$ cat config.mk
export PLATFORM = sky130hd
export DESIGN_NAME = pipe_hazard_ctrl
export DESIGN_NICKNAME = d
export VERILOG_FILES = /design/src/rtl/pipe_hazard_ctrl.sv
export SDC_FILE = /design/constraint.sdc
export NUM_CORES = 1
export LEC_CHECK = 0
export ABC_CLOCK_PERIOD_IN_PS = 2500
export BUFFER_PORTS_ARGS = -buffer_cell sky130_fd_sc_hd__buf_4
export CAP_MARGIN = 25
export CORE_AREA = 2 2 65 67
export DETAILED_ROUTE_END_ITERATION = 7
export DIE_AREA = 0 0 67 69
export GPL_ROUTABILITY_DRIVEN = 0
export PLACE_DENSITY = 0.81
export SETUP_SLACK_MARGIN = 0.5
export SYNTH_ARGS = -nofsm -noshare
export SYNTH_HDL_FRONTEND = slang
export SYNTH_SLANG_ARGS = --single-unit
export TNS_END_PERCENT = 100
$ cat constraint.sdc
create_clock -name clk -period 2.5 [get_ports clk]
set_input_delay 0 -clock clk [delete_from_list [all_inputs] [get_ports clk]]
set_output_delay 0 -clock clk [all_outputs]
set_load 0.005 [all_outputs]
$ cat src/rtl/pipe_hazard_ctrl.sv
// pipe_hazard_ctrl: stall/flush/forward control for the 5-stage core, driven from a shadow EX/MEM/WB scoreboard.
// Define HAZARD_PERF_CNT_EN to add the saturating stall/flush performance counters.
module pipe_hazard_ctrl #(
   parameter int RF_ADDRESS = 5,
   parameter int LD_LAT     = 1,
   parameter int MC_TIMEOUT = 64,
   parameter int CNT_W      = 32
) (
   input  logic                  clk,
   input  logic                  reset,
   input  logic                  id_valid,
   input  logic [RF_ADDRESS-1:0] id_rs1,
   input  logic [RF_ADDRESS-1:0] id_rs2,
   input  logic                  id_rs1_used,
   input  logic                  id_rs2_used,
   input  logic [RF_ADDRESS-1:0] id_rd,
   input  logic                  id_reg_write,
   input  logic                  id_mem_read,
   input  logic                  id_multicycle,
   input  logic                  br_taken,
   input  logic                  mc_done,
   output logic                  pc_stall,
   output logic                  if_id_stall,
   output logic                  if_id_flush,
   output logic                  id_ex_bubble,
   output logic                  id_ex_hold,
   output logic                  ex_mem_bubble,
   output logic [1:0]            fwd_a_sel,
   output logic [1:0]            fwd_b_sel,
   output logic                  mc_start,
   output logic                  mc_busy,
   output logic                  mc_timeout_err
`ifdef HAZARD_PERF_CNT_EN
   ,
   output logic [CNT_W-1:0]      perf_stall_cnt,
   output logic [CNT_W-1:0]      perf_flush_cnt
`endif
);
   localparam int TW = $clog2(MC_TIMEOUT + 1);
   typedef logic [RF_ADDRESS-1:0] reg_t;
   typedef struct packed {
      logic valid;
      reg_t rd;
      logic reg_write;
      logic mem_read;
      logic multicycle;
      reg_t rs1;
      reg_t rs2;
      logic rs1_used;
      logic rs2_used;
   } ex_t;
   typedef struct packed {
      logic valid;
      reg_t rd;
      logic reg_write;
      logic mem_read;
   } mem_t;
   typedef struct packed {
      logic valid;
      reg_t rd;
      logic reg_write;
   } wb_t;
   typedef enum logic {RUN, BUSY} state_t;

   ex_t           ex_q, ex_d;
   mem_t          mem_q, mem_d;
   wb_t           wb_q, wb_d;
   state_t        state_q, state_d;
   logic [TW-1:0] tmo_cnt_q, tmo_cnt_d;
   logic          err_q, err_d;
   logic          ex_mc, tmo, frz, brk, lu, lu_ex, lu_mem;

   function automatic logic hit(input reg_t src, input logic used, input logic valid,
                                input logic reg_write, input reg_t rd);
      return used && src != '0 && valid && reg_write && src == rd;
   endfunction

   function automatic logic [1:0] fwd(input reg_t src, input logic used, input mem_t m, input wb_t w);
      return (hit(src, used, m.valid, m.reg_write, m.rd) && !m.mem_read) ? 2'b10 :
             hit(src, used, w.valid, w.reg_write, w.rd) ? 2'b01 : 2'b00;
   endfunction

   always_comb begin
      ex_mc = ex_q.valid && ex_q.multicycle;
      tmo = state_q == BUSY && tmo_cnt_q == TW'(MC_TIMEOUT - 1);
      frz = ex_mc && !(state_q == BUSY && (mc_done || tmo));
      brk = br_taken && !ex_mc;
      lu_ex = ex_q.mem_read &&
              (hit(id_rs1, id_rs1_used, ex_q.valid, ex_q.reg_write, ex_q.rd) ||
               hit(id_rs2, id_rs2_used, ex_q.valid, ex_q.reg_write, ex_q.rd));
      lu_mem = LD_LAT == 2 && mem_q.mem_read &&
               (hit(id_rs1, id_rs1_used, mem_q.valid, mem_q.reg_write, mem_q.rd) ||
                hit(id_rs2, id_rs2_used, mem_q.valid, mem_q.reg_write, mem_q.rd));
      lu = id_valid && (lu_ex || lu_mem);
      // A taken branch squashes the load consumer, so it must not also stall the PC.
      pc_stall = frz || (lu && !brk);
      if_id_stall = pc_stall;
      if_id_flush = brk;
      id_ex_bubble = !frz && (brk || lu);
      id_ex_hold = frz;
      ex_mem_bubble = frz;
      fwd_a_sel = fwd(ex_q.rs1, ex_q.rs1_used, mem_q, wb_q);
      fwd_b_sel = fwd(ex_q.rs2, ex_q.rs2_used, mem_q, wb_q);
      mc_busy = state_q == BUSY;
      mc_timeout_err = err_q;
   end

   always_comb begin
      ex_d = id_ex_bubble ? '0 : id_ex_hold ? ex_q :
             ex_t'{valid: id_valid, rd: id_rd, reg_write: id_reg_write, mem_read: id_mem_read,
                   multicycle: id_multicycle, rs1: id_rs1, rs2: id_rs2,
                   rs1_used: id_rs1_used, rs2_used: id_rs2_used};
      mem_d = ex_mem_bubble ? '0 :
              mem_t'{valid: ex_q.valid, rd: ex_q.rd, reg_write: ex_q.reg_write, mem_read: ex_q.mem_read};
      wb_d = wb_t'{valid: mem_q.valid, rd: mem_q.rd, reg_write: mem_q.reg_write};
   end

   always_comb begin
      state_d = state_q;
      tmo_cnt_d = tmo_cnt_q;
      err_d = err_q;
      mc_start = 1'b0;
      if (state_q == RUN) begin
         if (ex_mc) begin
            state_d = BUSY;
            tmo_cnt_d = '0;
            mc_start = 1'b1;
         end
      end else if (mc_done || tmo) begin
         state_d = RUN;
         err_d = err_q || !mc_done;
      end else begin
         tmo_cnt_d = tmo_cnt_q + 1'b1;
      end
   end

   always_ff @(posedge clk or negedge reset) begin
      if (!reset) begin
         ex_q <= '0;
         mem_q <= '0;
         wb_q <= '0;
         state_q <= RUN;
         tmo_cnt_q <= '0;
         err_q <= 1'b0;
      end else begin
         ex_q <= ex_d;
         mem_q <= mem_d;
         wb_q <= wb_d;
         state_q <= state_d;
         tmo_cnt_q <= tmo_cnt_d;
         err_q <= err_d;
      end
   end

`ifdef HAZARD_PERF_CNT_EN
   logic [CNT_W-1:0] stall_cnt_q, stall_cnt_d, flush_cnt_q, flush_cnt_d;

   always_comb begin
      stall_cnt_d = stall_cnt_q + CNT_W'(pc_stall && !(&stall_cnt_q));
      flush_cnt_d = flush_cnt_q + CNT_W'(if_id_flush && !(&flush_cnt_q));
   end

   always_ff @(posedge clk or negedge reset) begin
      if (!reset) begin
         stall_cnt_q <= '0;
         flush_cnt_q <= '0;
      end else begin
         stall_cnt_q <= stall_cnt_d;
         flush_cnt_q <= flush_cnt_d;
      end
   end

   assign perf_stall_cnt = stall_cnt_q;
   assign perf_flush_cnt = flush_cnt_q;
`endif
endmodule
# Yosys cells after proc, flatten, opt, wreduce, memory -nomap -nowiden
# Cells that the tools add are included.
# classes
n_eq_ne	9
reduce_logical	51
mux	14
add_sub_neg	1
# op_table
op	n
21-bit two-way mux	2
1-bit logical AND	33
5-bit equality test	6
7-bit two-way mux	3
5-bit nonzero test	4
8-bit two-way mux	1
7-bit by 1-bit adder with 7-bit output (second input constant)	1
7-bit by 6-bit equality test with 1-bit output (second input constant)	1
1-bit zero test	6
1-bit two-way mux	6
1-bit logical OR	5
2-bit two-way mux	2
2-bit != test (second input constant)	2
2-bit AND reduction	2
2-bit nonzero test	1
# word_totals
reg_bits	45
wordCells	94

# Depth between registers and ports, before layout
# Gate-level depths: netlist (run 1).
# logic_depth
ltp_word	11
ltp_mapped	7
ltp_nobuf	7

# Worst setup path after synthesis (run 1)
# Ideal clock, no wire load.
# synth_timing
kind	reg-to-reg
startpoint	reg tmo_cnt_q[0]
endpoint	reg ex_q[2] (netlist name)
path_buffers	1
path_stages_with_launch	8
setup_slack_ns	0.822
t_required_ns	2.379
setup_time_ns	0.121
arrival_ns	1.557
period_less_slack_ns	1.678
cell_sequence	dfrtp_1 -> ha_1 -> nand2_1 -> nor3_2 -> o31a_4 -> buf_6 -> and3_1 -> a22o_1
# synth_via
elab_chain_len	9
word_cells_on_any_way	10
cone_classes	eq/ne (2); mux (1); reduce/logical (7)
# synth_rtl
element	line	text
start, declared	69	logic [TW-1:0] tmo_cnt_q, tmo_cnt_d;
start signal, assigned	150	tmo_cnt_q <= tmo_cnt_d;
7-bit by 6-bit equality test with 1-bit output (*)	85	tmo = state_q == BUSY && tmo_cnt_q == TW'(MC_TIMEOUT - 1);
1-bit logical AND (*)	85	
1-bit logical OR (*)	86	frz = ex_mc && !(state_q == BUSY && (mc_done || tmo));
1-bit logical AND (*)	86	
1-bit zero test (*)	86	
1-bit logical AND (*)	86	
1-bit zero test	99	id_ex_bubble = !frz && (brk || lu);
1-bit logical AND	99	
2-bit != test (no line) or 21-bit two-way mux (tied branches)	--	
end signal, assigned	139	ex_q <= '0;
end signal, assigned	146	ex_q <= ex_d;
end, declared	65	ex_t ex_q, ex_d;
# Every way passes the cells marked *; elsewhere a longest branch is shown, timed or not.
# A chain may end at the register's enable or synchronous reset.

# Worst setup path after layout (run 1)
# layout_timing
startpoint	reg tmo_cnt_q[0]
endpoint	reg ex_q[0] (netlist name)
# Same word-level chain as after synthesis.

==> flow_summary.yaml, run 1 <==
clock_network:
  cts_root_buf: "clkbuf_8"
  clock_sinks: 45
  cts.path.max_buffers: 2
  clkTransAtPathRegs_ns: 0.08
  htreeDepth: 2
  worstSkewPairLatency_ns: 0.29
  cts_tree: "done"
  cts_buffers: 5
synth:
  syn-cell-area_mm2: 0.002257
  yosys.area_share.xor_xnor: 0.1125
  synth_adder_area_share: 0.005543
  syn_area_per_cell_um2: 10.90
  synth_top_area_cell: "dfrtp_1"
  synth_fp_nets: 233
  synth_cell_types: 36
  synth_top_family_by_area: "simple AND/OR/NAND/NOR gates"
  ys_ff_latch: 45
  muxShareOfSynthArea: 0
  yosys_warnings: 0
  synth_compound_area_frac: 0.1452
  synthCells: 207
  ys_seq_area_frac: 0.4989
  synth_top_area_share: 0.4989
  synthSimpleGateAreaFrac: 0.1824
  synth.area.top_cells: "dfrtp_1 (50%), a22o_1 (7.0%), xor2_1 (6.2%)"
finish:
  final_common_cell: "dfrtp_1"
  drive_gt1_frac: 0.2410
  design_area_mm2: 0.002723
  antenna_cells: 0
  final_cell_mix: "dfrtp_1 (45), buf_4 (40), a22o_1 (18), xor2_1 (16), and3_1 (16)"
  area_growth_pct: 20.62
  nNetsFinal: 275
  fin_cells: 299
run:
  maxCapViolations: 0
drt:
  drc_errors: 0
  drt_iter0_drc: 75
  vias: 1678
  drtPass1Iterations: 4
  post_drt_wl_per_cell_um: 15.51
  postRouteAntennaNets: 0
  wl_mm: 4.636
  via_per_inst: 5.612
grt:
  grt_max_degree: 46
  grt_pass1_wl_mm: 7.355
  overflow: 0
  antenna_found_initial: 0
  track_usage: 0.2059
  grt_pass1_vias: 1541
setup_path:
  path_max_fanout: 11
  crit_required_ns: 2.68
  cp_cell_sequence: "ha_1, nand2_2, nor3_4, o31a_4, buf_4, and3_1, a22o_1"
  max_stage_delay_ns: 0.41
  reg2reg_depth: 7
  slowest_stage: "dfrtp_1"
  endpoint_kind: "register"
  startpoint_type: "register"
  worstPathArrival_ns: 2.11
  r2r_end: "ex_q[0]"
  criticalPathCategory: "register to register"
  reg2reg_slack_ns: 0.57
  cp-endpoint: "ex_q[0]"
  critPathLaunch: "tmo_cnt_q[0]"
  regToRegStartpoint: "tmo_cnt_q[0]"
sta:
  fin_crit_sh: 0.7702
  maxSlewHeadroom: 0.6030
  tns_ns: 0
  finalCriticalPeriod_ns: 1.926
  fmax_ghz: 0.5193
  worst_pin_slew_ns: 0.5892
  hold_viol_final: 0
  rsz0062_at_grt: "false"
  report.final.slew_viol_count: 0
  skew_ns: 0.008167
  finalSetupViolCount: 0
place:
  place_area_mm2: 0.002510
  dp_cells: 283
  port_buffers: 37
  dp_hpwl_mm: 3.075
floorplan:
  die_h_um: 69
  io_pins: 38
  die-area_mm2: 0.004623
  die_w_um: 67
  num_rows: 23
  initial_core_util: 0.5767
  core_area_mm2: 0.003914
power:
  powerDensity_mw_per_mm2: 1117
  power.leakage_nw: 1.316
  vdd_drop_max_uv: 637.9
worst_hold_path:
  min_path_type: "input port to register"
outcome:
  status: "finished, final reports clean"
-- power breakdown --
part           internal [mW]  total [mW]  switching (mW)  leakage (nW)
combinational          0.636        1.26           0.625         0.691
clock                  0.218       0.445           0.227        0.0433
sequential              1.02        1.33           0.310         0.581
total                   1.88        3.04            1.16          1.32
-- kinds of logic (layout without fill, tap and decap cells) --
kind of cell | Yosys count | count (layout)
AOI/OAI and AO/OA | 40 | 42
adders and majority gates | 1 | 1
and+or+nand+nor | 71 | 71
xor gates and xnor gates | 29 | 29
DFF | 45 | 45
buffers and inverters | 21 | 61
-- final cells by class --
cell class              instances  area, µm²
fillers                       304       1191
flip-flops and latches         45       1126
multi-input cells             143       1054
repair buffers                 44      340.3
clock buffers                   6      82.58
well taps                      50      62.56
inverters                      10      50.05
clock inverters                 1      7.507
-- state kept, by name, indices dropped and copies added (netlist names) --
signal,count
tmo_cnt_q,7
mc_busy,1
mem_q,8
mc_timeout_err,1
wb_q,7
ex_q,21
-- worst min path at each step --
stage,start,to,slack (ns),depth (start not counted)
finish,id_rd[4],ex_q[19],0.05,3
global route,id_mem_read,ex_q[13],0.06,3
CTS,id_rd[4],ex_q[19],0.04,3
detailed placement,reset,ex_q[16],0.02,1
global placement,reset,ex_q[16],0.02,1
floorplan,reset,ex_q[0],-0.30,0
-- metrics by stage --
stage / hold slack (ns) / power, mW / util / setup slack [ns]
after global routing: 0.05705 / 3.251 / 0.6957 / 0.4956
after CTS: 0.04447 / 2.990 / 0.6870 / 0.5165
after floorplan: -0.2956 / 2.236 / - / 0.8216
final: 0.05177 / 3.041 / 0.6957 / 0.5745
after global placement: 0.02052 / 2.461 / 0.6413 / 0.5591
after detailed placement: 0.01931 / 2.507 / 0.6413 / 0.4863
-- layer usage --
metal  vias up  part of all wire  wire length [µm]  global-route usage
met3         8             0.050               233             0.03752
li1        832                 -                 -                   -
met4         0             0.017                78             0.06122
met1       787              0.45              2095              0.3077
met2        51              0.48              2229              0.3058
met5         -                 0                 0                   0
-- timing repair --
item,4_1_cts,5_1_grt
hold buffers,4,0
setup buffers,2,1
resized for setup,4,5
pin swaps,2,1
setup endpoints to repair,7,3
cloned,1,1
endpoints found under the hold margin,48,0
-- critical path, delay by kind of cell (launching register included) --
| family | cells | cell delay, ns |
|---|---|---|
| buffers and inverters | 1 | 0.19 |
| AND/OR/NAND/NOR | 3 | 0.38 |
| AO/OA/AOI/OAI | 2 | 0.59 |
| flip-flops | 1 | 0.41 |
| adder cells (fa/ha/maj) | 1 | 0.24 |
-- Yosys cell counts, drive strengths merged --
cell / number
and3: 16
xnor2: 13
a31o: 2
o31a: 1
nor2b: 1
o22ai: 2
nand2: 8
or4: 2
nand3: 5
and2: 6
a22o: 18
ha: 1
or2: 1
a21o: 1
a21oi: 4
or3: 1
nor2: 12
nor3: 6
dfrtp: 45
a32oi: 1
nor4b: 1
o31ai: 1
xor2: 16
o21ai: 9
clkbuf: 2
nor4: 7
nand4: 5
inv: 10
a41o: 1
buf: 9
Power figures use the tool's default switching activity.
==> run 2, diff against run 1 <==
--- a/config.mk
+++ b/config.mk
@@ -5,14 +5,15 @@
 export SDC_FILE = /design/constraint.sdc
 export NUM_CORES = 1
 export LEC_CHECK = 0
-export ABC_CLOCK_PERIOD_IN_PS = 2500
+export ABC_AREA = 1
+export ABC_CLOCK_PERIOD_IN_PS = 1700
 export BUFFER_PORTS_ARGS = -buffer_cell sky130_fd_sc_hd__buf_4
 export CAP_MARGIN = 25
-export CORE_AREA = 2 2 65 67
+export CORE_AREA = 2 2 72 74
 export DETAILED_ROUTE_END_ITERATION = 7
-export DIE_AREA = 0 0 67 69
+export DIE_AREA = 0 0 74 76
 export GPL_ROUTABILITY_DRIVEN = 0
-export PLACE_DENSITY = 0.81
+export PLACE_DENSITY = 0.72
 export SETUP_SLACK_MARGIN = 0.5
 export SYNTH_ARGS = -nofsm -noshare
 export SYNTH_HDL_FRONTEND = slang
==> constraint.sdc (replaced) <==
create_clock -name clk -period 1.7 [get_ports clk]
set_input_delay 0 -clock clk [delete_from_list [all_inputs] [get_ports clk]]
set_output_delay 0 -clock clk [all_outputs]
set_load 0.005 [all_outputs]
==> flow_summary.yaml, run 2 <==
synth:
  ys_top_cells_by_count: "nand2_1 (81), dfrtp_1 (45), inv_1 (37)"
  synthCells: 296
  synth.most_common_cell: "nand2_1"
  synth_fp_nets: 322
  ys.flop_type: "dfrtp_1"
  synth_cell_types: 31
  synth-edff-count: 0
  synth_top_area_share: 0.4757
  yosys_warnings: 0
  ys_ff_latch: 45
  syn_area_per_cell_um2: 7.998
  ys_seq_area_frac: 0.4757
  syn-cell-area_mm2: 0.002367
  synth_top_area_cell: "dfrtp_1"
  synthArstFlopShare: 1.000
  synth.area.top_cells: "dfrtp_1 (48%), nand2_1 (13%), inv_1 (5.9%)"
sta:
  rsz0062_at_grt: "true"
  fin_ws_ns: -0.06044
  worst_pin_slew_ns: 0.5643
  skew_ns: 0.009967
  hold_viol_final: 0
  fin_crit_sh: 1.036
  report.final.slew_viol_count: 0
  fmax_ghz: 0.5680
  maxSlewHeadroom: 0.6238
  finalSetupViolCount: 5
  finalCriticalPeriod_ns: 1.760
worst_hold_path:
  whs_path_depth: 3
  min_path_type: "input port to register"
finish:
  final_cell_mix: "nand2_1 (64), buf_4 (60), dfrtp_1 (39), inv_1 (31), dlygate4sd3_1 (23)"
  nNetsFinal: 422
  regMostFlops: "ex_q"
  fin_cells: 467
  final_common_cell: "nand2_1"
  largest_register_ffs: 21
  drive_gt1_frac: 0.3728
  area_growth_pct: 57.29
  fin_util: 0.7580
  antenna_cells: 0
  largestRegisters: "ex_q (21), mem_q (8)"
clock_network:
  cts.path.max_buffers: 2
  clock_sinks: 45
  cts_buffers: 5
  cts_tree: "done"
  cts_root_buf: "clkbuf_8"
  worstSkewPairLatency_ns: 0.30
  htreeDepth: 2
  clkTransAtPathRegs_ns: 0.09
setup_path:
  reg2reg_depth: 12
  endpoint_kind: "register"
  worst-path-buf-inv: 3
  startpoint_type: "register"
  cpMostUsedCell: "nand2_1"
  slowest_stage: "dfrtp_1"
  max_stage_delay_ns: 0.42
  criticalPathCategory: "register to register"
  worstPathArrival_ns: 2.00
  cp_cell_sequence: "buf_4, nor2_2, nand2_1, nand2_1, nand2_1, nand4_1, nand2_2, buf_4, buf_4, nand2_4, nand4_1, nand2_1"
  crit_required_ns: 1.94
  worst-path-stages: 12
  path_max_fanout: 11
  path_delay_family: "simple AND/OR/NAND/NOR gates"
drt:
  wl_mm: 7.909
  postRouteAntennaNets: 0
  drc_errors: 0
  drt_iter0_drc: 239
  vias: 2544
  post_drt_wl_per_cell_um: 16.94
  via_per_inst: 5.448
  drtPass1Iterations: 5
grt:
  track_usage: 0.2576
  grt_max_degree: 46
  overflow: 0
  antenna_found_initial: 0
  grt_pass1_vias: 2244
  grt_pass1_wl_mm: 11.05
floorplan:
  die_h_um: 76
  die_w_um: 74
  initial_core_util: 0.4819
  num_rows: 26
  core_area_mm2: 0.004912
  die-area_mm2: 0.005624
  io_pins: 38
power:
  vdd_drop_max_uv: 508.4
  powerDensity_mw_per_mm2: 924.3
  totalPowerFinal_mw: 3.442
  power.leakage_nw: 1.900
place:
  port_buffers: 37
  dp_hpwl_mm: 3.803
  dp_cells: 397
  post-place-ws_ns: 0.1628
run:
  maxCapViolations: 0
outcome:
  violations: "setup timing"
  status: "finished, violations left"
-- run 2: changes by cell type after synthesis, sizes merged, moves of 6 or more --
cell,before,now
a22o,18,0
and2,6,0
and3,16,0
inv,10,38
nand2,8,84
nand3,5,12
nand4,5,22
nor2,12,30
xnor2,13,2
-- run 2: tightest hold or removal path, stage by stage --
cell	delay, ns
buf_4	0.12
inv_1	0.07
a311oi_1	0.09
-- run 2: cell families after synthesis --
logic type | synth area share
DFF | 0.4757
and+or+nand+nor | 0.3097
muxes | 0.004228
adders and majority gates | 0.005285
xor gates and xnor gates | 0.05920
buffers and inverters | 0.09354
AOI/OAI and AO/OA | 0.05233
-- run 2: metrics by stage --
step	cell area, µm²	hold slack (ns)	TNS (ns)
6_report	3724	0.01145	-0.1096
5_1_grt	3724	0.02317	-1.820
4_1_cts	3461	0.004503	-0.02458
3_5_place_dp	2710	0.03190	0
3_3_place_gp	2710	0.02636	0
2_1_floorplan	2376	-0.2956	0
-- run 2: per-layer routing --
| layer | track usage | part of all wire | wire length (µm) | up-vias |
|---|---|---|---|---|
| li1 | - | - | - | 1152 |
| met2 | 0.4348 | 0.52 | 4133 | 149 |
| met5 | 0 | 0 | 0 | - |
| met4 | 0.08182 | 0.042 | 336 | 0 |
| met1 | 0.3333 | 0.37 | 2922 | 1200 |
| met3 | 0.04233 | 0.065 | 515 | 43 |
-- run 2: cell type report --
type                       count  area, µm²
sequential                    45       1134
fill                         285       1189
timing repair buffer         103      972.2
clock inverter                 2      37.54
inverter                      38      150.1
tap                           70      87.58
multi-input combinational    203       1260
clock buffer                   6      82.58
-- run 2: power by group --
part / switching [mW] / leakage (nW) / total, mW / internal, mW
Sequential: 0.188 / 0.571 / 1.42 / 1.23
Combinational: 0.575 / 1.27 / 1.15 / 0.576
Clock: 0.390 / 0.0574 / 0.868 / 0.478
-- run 2: worst paths after layout --
kind                       startpoint              to  slack [ns]
hold reg to reg              mem_q[1]         wb_q[0]        0.39
setup reg to reg             ex_q[18]         ex_q[9]       -0.06
max in group asynchronous       reset        ex_q[10]        1.04
min in group asynchronous       reset  mc_timeout_err        0.23
setup / recovery             ex_q[18]         ex_q[9]       -0.06
hold / removal                mc_done    tmo_cnt_q[6]        0.01
-- run 2: what timing repair did --
item,CTS,global route
resized for setup,57,40
buffers inserted,21,14
endpoints found under the hold margin,67,0
hold buffers,23,0
setup endpoints to repair,47,48
gates cloned,4,0
pin swaps,13,19
==> run 3, diff against run 2 <==
--- a/config.mk
+++ b/config.mk
@@ -9,11 +9,11 @@
 export ABC_CLOCK_PERIOD_IN_PS = 1700
 export BUFFER_PORTS_ARGS = -buffer_cell sky130_fd_sc_hd__buf_4
 export CAP_MARGIN = 25
-export CORE_AREA = 2 2 72 74
+export CORE_AREA = 2 2 76 78
 export DETAILED_ROUTE_END_ITERATION = 7
-export DIE_AREA = 0 0 74 76
+export DIE_AREA = 0 0 78 80
 export GPL_ROUTABILITY_DRIVEN = 0
-export PLACE_DENSITY = 0.72
+export PLACE_DENSITY = 0.66
 export SETUP_SLACK_MARGIN = 0.5
 export SYNTH_ARGS = -nofsm -noshare
 export SYNTH_HDL_FRONTEND = slang
==> flow_summary.yaml, run 3 (same netlist as run 2, synthesis figures left out) <==
clock_network:
  cts_root_buf: "clkbuf_8"
  htreeDepth: 2
  clock_sinks: 45
  cts_tree: "done"
  cts_buffers: 5
  worstSkewPairLatency_ns: 0.31
  cts.path.max_buffers: 2
  clkTransAtPathRegs_ns: 0.09
floorplan:
  die-area_mm2: 0.006240
  io_pins: 38
  num_rows: 27
  core_area_mm2: 0.005405
  die_w_um: 78
  die_h_um: 80
  initial_core_util: 0.4380
drt:
  post_drt_wl_per_cell_um: 15.80
  drc_errors: 0
  postRouteAntennaNets: 0
  wl_mm: 7.267
  via_per_inst: 5.270
  vias: 2424
  drt_iter0_drc: 198
  drtPass1Iterations: 4
setup_path:
  crit_required_ns: 1.70
  path_max_fanout: 5
  endpoint_kind: "output port"
  startpoint_type: "register"
  criticalPathCategory: "register to output port"
  worstPathArrival_ns: 1.89
finish:
  area_growth_pct: 54.33
  nNetsFinal: 413
  drive_gt1_frac: 0.3505
  largest_register_ffs: 21
  fin_cells: 460
  antenna_cells: 0
  final_cell_mix: "nand2_1 (67), buf_4 (54), dfrtp_1 (40), inv_1 (33)"
  regMostFlops: "ex_q"
  final_common_cell: "nand2_1"
  largestRegisters: "ex_q (21), mem_q (8)"
power:
  power_frac_seq: 0.419
  powerDensity_mw_per_mm2: 931.3
  power.leakage_nw: 1.838
  power_frac_comb: 0.326
  swShare: 0.3323
  p_switching_mw: 1.131
  vdd_drop_max_uv: 695.6
  clkPwrFrac: 0.255
  internal_power_mw: 2.272
  totalPowerFinal_mw: 3.403
sta:
  finalCriticalPeriod_ns: 1.887
  tns_ns: -2.294
  fmax_ghz: 0.5300
  skew_ns: 0.006197
  report.final.slew_viol_count: 0
  fin_crit_sh: 1.110
  maxSlewHeadroom: 0.6224
  worst_pin_slew_ns: 0.5664
  finalSetupViolCount: 23
  hold_ws_ns: 0.005866
  rsz0062_at_grt: "true"
  fin_ws_ns: -0.1867
  hold_viol_final: 0
grt:
  overflow: 0
  grt_pass1_wl_mm: 11.16
  grt_pass1_vias: 2308
  track_usage: 0.2310
  antenna_found_initial: 0
  grt_max_degree: 46
run:
  maxCapViolations: 0
outcome:
  violations: "setup timing"
  status: "finished, violations left"
worst_hold_path:
  min_path_type: "input port to register"
place:
  dp_hpwl_mm: 3.874
  dp_cells: 398
  port_buffers: 37
==> run 3: worst max-delay path: stages (launching register included) <==
cell,delay [ns]
dfrtp_1,0.42
inv_1,0.13
nand2_1,0.09
nand2_1,0.07
nor2_1,0.15
nand4_1,0.18
nand2_2,0.15
nand2_4,0.10
a21oi_4,0.18
buf_6,0.11
==> run 3: power by group through the flow <==
stage / sequential [mW] / clock, mW / combinational [mW]
floorplan: 1.38 / 0 / 0.443
global placement: 1.42 / 0 / 0.639
detailed placement: 1.43 / 0 / 0.648
CTS: 1.40 / 0.873 / 0.903
global route: 1.44 / 0.921 / 1.20
finish: 1.43 / 0.869 / 1.11
==> run 3: layer usage <==
layer | wire, µm | part of all wire | global-route usage | vias to the layer above
met5 | 0 | 0 | 0 | -
met4 | 299 | 0.041 | 0.1000 | 0
met3 | 382 | 0.053 | 0.05090 | 32
met2 | 3733 | 0.51 | 0.4017 | 97
met1 | 2850 | 0.39 | 0.2754 | 1154
li1 | - | - | - | 1141
==> run 3: worst paths after layout <==
check	from	end	slack, ns	cells past startpoint
max	ex_q[15]	if_id_stall	-0.19	9
min	id_rs2[2]	ex_q[4]	0.006	3
max reg2reg	ex_q[15]	ex_q[8]	-0.13	11
min reg2reg	mem_q[7]	wb_q[6]	0.39	0
max in group asynchronous	reset	ex_q[16]	1.06	2
min in group asynchronous	reset	tmo_cnt_q[6]	0.22	2
==> run 3: layout make-up <==
| class | count | area [µm²] |
|---|---|---|
| Tap cell | 72 | 90.09 |
| Clock buffer | 6 | 82.58 |
| Inverter | 38 | 142.6 |
| Multi-Input combinational cell | 203 | 1276 |
| Clock inverter | 2 | 37.54 |
| Sequential cell | 45 | 1132 |
| Timing Repair Buffer | 94 | 892.1 |
| Fill cell | 394 | 1752 |
==> run 3: what timing repair did <==
action / CTS / global route
hold endpoints to repair: 66 / 0
setup endpoints to repair: 47 / 49
pin swaps: 23 / 27
hold buffers: 22 / 0
resized for setup: 46 / 41
buffers inserted: 18 / 10
gates cloned: 3 / 1
==> run 3: through the flow <==
| stage | worst slack (ns) | util | cell area (µm²) |
|---|---|---|---|
| after detailed placement | 0.1389 | 0.5028 | 2718 |
| after CTS | -0.02415 | 0.6259 | 3383 |
| after global routing | -0.2346 | 0.6759 | 3654 |
| after global placement | 0.1526 | 0.5028 | 2718 |
| final | -0.1867 | 0.6759 | 3654 |
| after floorplan | 0.2919 | - | 2376 |
